==> src/rtl/ccx_arbiter_pkg.sv <==
// Shared CCX definitions: arbiter FSM encoding, port IDs and bus widths.
package ccx_arbiter_pkg;

  localparam int unsigned STRB_W = 8;

  localparam logic PORT_IMEM = 1'b0;
  localparam logic PORT_DMEM = 1'b1;

  typedef enum logic [1:0] {
    ST_IDLE   = 2'd0,
    ST_BUSY_I = 2'd1,
    ST_BUSY_D = 2'd2
  } ccx_state_e;

endpackage

==> src/rtl/ccx_rr_pick.sv <==
// Two-port round-robin pick: a lone requester wins, a tie goes to the port that did not own last.
module ccx_rr_pick
  import ccx_arbiter_pkg::*;
(
  input  logic imem_req,
  input  logic dmem_req,
  input  logic last_owner,
  output logic valid,
  output logic winner
);

  always_comb begin
    valid  = imem_req | dmem_req;
    winner = PORT_IMEM;
    if (imem_req && dmem_req) begin
      winner = (last_owner == PORT_IMEM) ? PORT_DMEM : PORT_IMEM;
    end else if (dmem_req) begin
      winner = PORT_DMEM;
    end
  end

endmodule

==> src/rtl/ccx_arbiter.sv <==
// Merges the instruction and data memory ports onto one CCX bridge request with
// zero-latency arbitration in IDLE and a single outstanding transaction.
module ccx_arbiter
  import ccx_arbiter_pkg::*;
#(
  parameter int unsigned AW = 39,
  parameter int unsigned DW = 64
) (
  input  logic              g_clk,
  input  logic              g_reset,

  input  logic              imem_req,
  input  logic [AW-1:0]     imem_addr,
  output logic              imem_gnt,
  output logic              imem_err,
  output logic [DW-1:0]     imem_rdata,

  input  logic              dmem_req,
  input  logic              dmem_wen,
  input  logic [STRB_W-1:0] dmem_strb,
  input  logic [AW-1:0]     dmem_addr,
  input  logic [DW-1:0]     dmem_wdata,
  output logic              dmem_gnt,
  output logic              dmem_err,
  output logic [DW-1:0]     dmem_rdata,

  output logic              ccx_req,
  output logic              ccx_rtype,
  output logic [AW-1:0]     ccx_addr,
  output logic              ccx_wen,
  output logic [STRB_W-1:0] ccx_strb,
  output logic [DW-1:0]     ccx_wdata,
  input  logic              ccx_gnt,
  input  logic              ccx_err,
  input  logic [DW-1:0]     ccx_rdata
);

  ccx_state_e state_q, state_d;
  logic       last_owner_q, last_owner_d;
  logic       pick_valid, pick_winner;
  logic       sel_dmem;

  ccx_rr_pick u_rr_pick (
    .imem_req   (imem_req),
    .dmem_req   (dmem_req),
    .last_owner (last_owner_q),
    .valid      (pick_valid),
    .winner     (pick_winner)
  );

  // Reset leaves DMEM as last owner so IMEM takes the first tie.
  always_ff @(posedge g_clk or posedge g_reset) begin
    if (g_reset) begin
      state_q      <= ST_IDLE;
      last_owner_q <= PORT_DMEM;
    end else begin
      state_q      <= state_d;
      last_owner_q <= last_owner_d;
    end
  end

  // ccx_gnt only steers grants and next state; ccx_req depends on state and requests alone.
  always_comb begin
    state_d      = state_q;
    last_owner_d = last_owner_q;
    ccx_req      = 1'b0;
    sel_dmem     = 1'b0;
    imem_gnt     = 1'b0;
    dmem_gnt     = 1'b0;
    case (state_q)
      ST_IDLE: begin
        if (pick_valid) begin
          ccx_req      = 1'b1;
          sel_dmem     = (pick_winner == PORT_DMEM);
          last_owner_d = pick_winner;
          state_d      = (pick_winner == PORT_DMEM) ? ST_BUSY_D : ST_BUSY_I;
        end
      end
      ST_BUSY_I: begin
        ccx_req = 1'b1;
        if (ccx_gnt) begin
          imem_gnt = 1'b1;
          state_d  = ST_IDLE;
        end
      end
      ST_BUSY_D: begin
        ccx_req  = 1'b1;
        sel_dmem = 1'b1;
        if (ccx_gnt) begin
          dmem_gnt = 1'b1;
          state_d  = ST_IDLE;
        end
      end
      default: state_d = ST_IDLE;
    endcase
  end

  // Instruction fetches are always reads with no write payload.
  assign ccx_rtype = sel_dmem;
  assign ccx_addr  = sel_dmem ? dmem_addr : imem_addr;
  assign ccx_wen   = sel_dmem & dmem_wen;
  assign ccx_strb  = sel_dmem ? dmem_strb : STRB_W'(0);
  assign ccx_wdata = sel_dmem ? dmem_wdata : DW'(0);

  assign imem_err   = ccx_err;
  assign imem_rdata = ccx_rdata;
  assign dmem_err   = ccx_err;
  assign dmem_rdata = ccx_rdata;

endmodule

==> config.mk <==
export PLATFORM = sky130hd
export DESIGN_NAME = ccx_arbiter
export DESIGN_NICKNAME = d
export VERILOG_FILES = /design/src/rtl/ccx_arbiter_pkg.sv /design/src/rtl/ccx_rr_pick.sv /design/src/rtl/ccx_arbiter.sv
export SDC_FILE = /design/constraint.sdc
export NUM_CORES = 1
export LEC_CHECK = 0
export ABC_AREA = 1
export CAP_MARGIN = 20
export CORE_AREA = 3 3 183 185
export DETAILED_ROUTE_END_ITERATION = 16
export DIE_AREA = 0 0 186 188
export HOLD_SLACK_MARGIN = 0.06
export PLACE_DENSITY = 0.47
export SLEW_MARGIN = 15
export SYNTH_ARGS = -nofsm -noshare
export SYNTH_HDL_FRONTEND = slang
export SYNTH_SLANG_ARGS = --single-unit
==> constraint.sdc <==
create_clock -name g_clk -period 1.7 [get_ports g_clk]
set_clock_uncertainty 0.05 [all_clocks]
set_input_delay 0.34 -clock g_clk [delete_from_list [all_inputs] [get_ports g_clk]]
set_output_delay 0.34 -clock g_clk [all_outputs]
set_load 0.03 [all_outputs]
==> results by stage <==
Global routing:
- The pin count of the biggest net entering global routing is 32.
- Summed over all layers, the global routing overflow is 0.
- The first-pass GRT wire length is 15810 um.
- For this run, the total global-route usage over all layers was measured as 5.747%.
- The number of antenna violations at the first check in global routing is 1.
- The via count of the first global-routing pass was slightly below 3000.

Layout:
- The layout cell share with drive strength beyond 1 is 46.00%.
- The post-route non-filler standard cell count is 1022.
- In the layout the commonest cells are clkdlybuf4s50_1 (153), buf_6 (90), inv_1 (79).
- Leaving out fill and tap cells, the most frequent cell in the layout is clkdlybuf4s50_1.
- Relative to the synthesized area, the layout overhead comes to 134.7%.
- The layout has roughly 3600 filler cells.
- In the final layout, the multi-input gates occupy 1587 um2.
- The sequential cells in the finished layout cover a total of 77.57 um2.
- The post-layout net count is 839.

Clocking:
- Clock tree synthesis selected as its root buffer the cell clkbuf_16.
- The tree built by TritonCTS fans out to 3 sinks.
- TritonCTS built the clock tree.
- In this run, post-CTS hold repair placed 0 buffers.
- The CTS clock-pin slew for the worst setup and hold paths is 0.03 ns.
- The number of clock buffers added by TritonCTS is 3.
- In this run the number of H-tree levels came out at 1.
- The deepest clock path buffer count is 2.
- The worst-skew pair later-pin latency is roughly 0.22 ns.

Drt:
- In this run, the number of DRC markers left after iteration 0 of detailed routing was 56.
- The detail-routed via count per cell is 2.962.
- Dividing the detail-routed wire length by the instance count gives approximately 11 um.
- The number of routed nets with antenna violations is 0.
- The overall via count from detail_route is ~3000.
- The sum of routed wire length over all layers is 11730 um.
- In the routed design, unresolved DRC markers number 0.
- The first detailed-routing pass ran for 4 iterations.

Logic synthesis:
- The netlist area before placement is 2599 um2.
- For this run, the number of Yosys warnings is 0.
- The mean cell area of the mapped netlist is approximately 5.7 um2.
- Synthesis inferred 3 register bits.
- Sequential cells were found to cover 2.937% of the synthesized design area.
- Counting every instance in the synthesized netlist gives 452.
- The number of unique standard cell types used by synthesis is 18.
- The post-synthesis net count is 677.

Setup path:
- The end of the worst register-to-register path is last_owner_q$_DFFE_PP1P_.
- On the worst path, the slowest cell contributes a delay of roughly 0.43 ns.
- The worst setup slack for register-to-register paths is 0.16 ns.
- At the worst endpoint, the required time is roughly 1.3 ns.
- The critical path goes through inv_2 -> ha_4 -> nand3_4 -> nand2_8 -> inv_16 -> buf_16 -> nor2_4 -> buf_12.
- The cell with the biggest individual delay on the critical path is dfrtp_2.
- The kind of end point of the critical path is an output port.
- Along the worst path, the maximum fanout reaches 9.
- The critical path class is reg -> out.
- The critical path launch point type is a register.
- The number of cells on the worst reg-to-reg path is 11.
- The critical path arrival is roughly 1.7 ns.
- The startpoint of the most critical register-to-register path is state_q[1]$_DFFE_PP0P_.

Placed design:
- The congestion estimate from routability-driven global placement came to around 0.62.
- The post-placement cell count is between 1000 and 1500.
- During placement, the flow inserted port buffers numbering 271.
- After legalization and detailed placement, the total HPWL measured ~10000 um.

Power:
- The design draws 0.01124 W.
- The leakage power of the design is 2.762 nW.
- The power density over the cells is 1843 nW/um2.
- The worst-case IR drop observed on VDD is 830.4 uV.

STA:
- For the pin with the worst max-slew slack, the measured transition is 0.1957 ns.
- The share of the cycle needed by the critical path after routing is 123.9%.
- In this run the tightest slew margin relative to its limit is 86.92%.
- The number of slew-limit violations in the final report is 0.
- Setup repair after global routing could not meet its margin everywhere.
- For this run, the top clock speed supported by timing is 474.7 MHz.
- The final worst slack is -0.4067 ns.
- The final count of hold timing violations is 0.
- The setup-violating endpoint count in the final report is 114.
- The smallest clock period supported by the final layout is computed as ~2.1 ns.

Hold path:
- The tightest min-delay check is of the in -> async type.

Outcome:
- The checks that failed: negative setup slack.
- The run finished, with violations left.

Floorplan:
- The area of the die is roughly 35000 um2.
- The die boundary height is between 150 and 200 um.
- The effective utilization at floorplan is 8.069%.
- The total number of placement rows is 66.
- Pin placement for this block handled 467 I/O pins.
- The x dimension of the die is roughly 190 um.
- The placeable core region is 32210 um2.

Run:
- Across the run, the number of max-cap violations was 0.
==> cell usage after synthesis <==
master      n  area share (%)
inv_4       1            0.24
nor2_1      6            0.87
buf_2       6             1.2
buf_4     134              39
buf_6       7             3.0
ha_1        4             1.9
buf_1       1            0.14
a21oi_1     2            0.39
dfstp_2     1             1.0
nand2_2     1            0.24
nand3_1    40             7.7
nor2_2     70              17
dfrtp_1     2             1.9
nand2_1    91              13
nand3_2     1            0.39
inv_1      83              12
inv_2       1            0.14
clkbuf_1    1            0.14
==> sequential cells by signal, indices dropped and copies added, names as in the netlist <==
register	count
state_q	2
last_owner_q	1
==> metrics by stage <==
step / cell area, um2 / setup WS (ns) / hold WS, ns / utilization, % / TNS, ns
after floorplan: 3117 / -0.09749 / 0.04292 / - / -1.635
after CTS: 5946 / -0.4192 / 0.2444 / 18.46 / -40.15
final: 6098 / -0.4067 / 0.2423 / 18.94 / -40.46
after global placement: 5411 / -0.5126 / 0.4100 / 16.80 / -52.31
after detailed placement: 5411 / -0.5165 / 0.4139 / 16.80 / -52.48
after global routing: 6098 / -0.4865 / 0.2691 / 18.94 / -50.37
==> report_power, final <==
part	switching, W	total, W	internal [W]
logic	0.00583	0.0107	0.00489
registers	0.0000312	0.000149	0.000118
clock network	0.0000639	0.000373	0.000309
==> worst max path at each step <==
stage                                      start             to  slack [ns]  cells past startpoint
after floorplan           state_q[1]$_DFFE_PP0P_  ccx_wdata[61]        -0.1                      7
after global placement                  imem_req  ccx_wdata[20]       -0.51                      8
after detailed placement                imem_req   ccx_wdata[4]       -0.52                      8
after CTS                 state_q[1]$_DFFE_PP0P_   ccx_addr[13]       -0.42                      8
after global routing      state_q[1]$_DFFE_PP0P_   ccx_addr[12]       -0.49                      8
final                     state_q[1]$_DFFE_PP0P_    ccx_strb[5]       -0.41                      8
==> cells by family (layout without fill, tap and decap cells) <==
kind of cell | Yosys count | after routing | synth area share [%]
AO/OA/AOI/OAI | 2 | 2 | 0.3852
adder cells (fa/ha/maj) | 4 | 4 | 1.926
buffers and inverters | 234 | 395 | 55.56
flip-flops | 3 | 3 | 2.937
other | 0 | 1 | 0
AND/OR/NAND/NOR | 209 | 209 | 39.19
==> routing by layer <==
metal  GRT usage (%)  share of wire (%)  wire [um]
met5               0                  0          0
met3           3.375                 17       2001
met2           9.907                 47       5463
met4           1.461                2.0        231
met1           5.946                 34       4030
==> repair_timing <==
action / in CTS / in global routing
pin swaps: 4 / 3
setup endpoints to repair: 114 / 115
resized for setup: 106 / 17
gates cloned: 2 / 3
buffers inserted: 4 / 1
==> critical path, delay by kind of cell, from the launching register on <==
family	cells	cell delay, ns
fa+ha+maj	1	0.14
buf+inv	4	0.45
flops	1	0.43
simple gates	3	0.44
==> layout make-up <==
| cell class | count | share of cell area, % |
|---|---|---|
| Timing Repair Buffer | 305 | 57.28 |
| Multi-Input combinational cell | 215 | 26.02 |
| Tap cell | 408 | 8.371 |
| Inverter | 85 | 5.540 |
| Clock buffer | 4 | 1.293 |
| Sequential cell | 3 | 1.272 |
| Timing Repair inverter | 1 | 0.1847 |
| Antenna cell | 1 | 0.04103 |
Power figures use the tool's default switching activity.
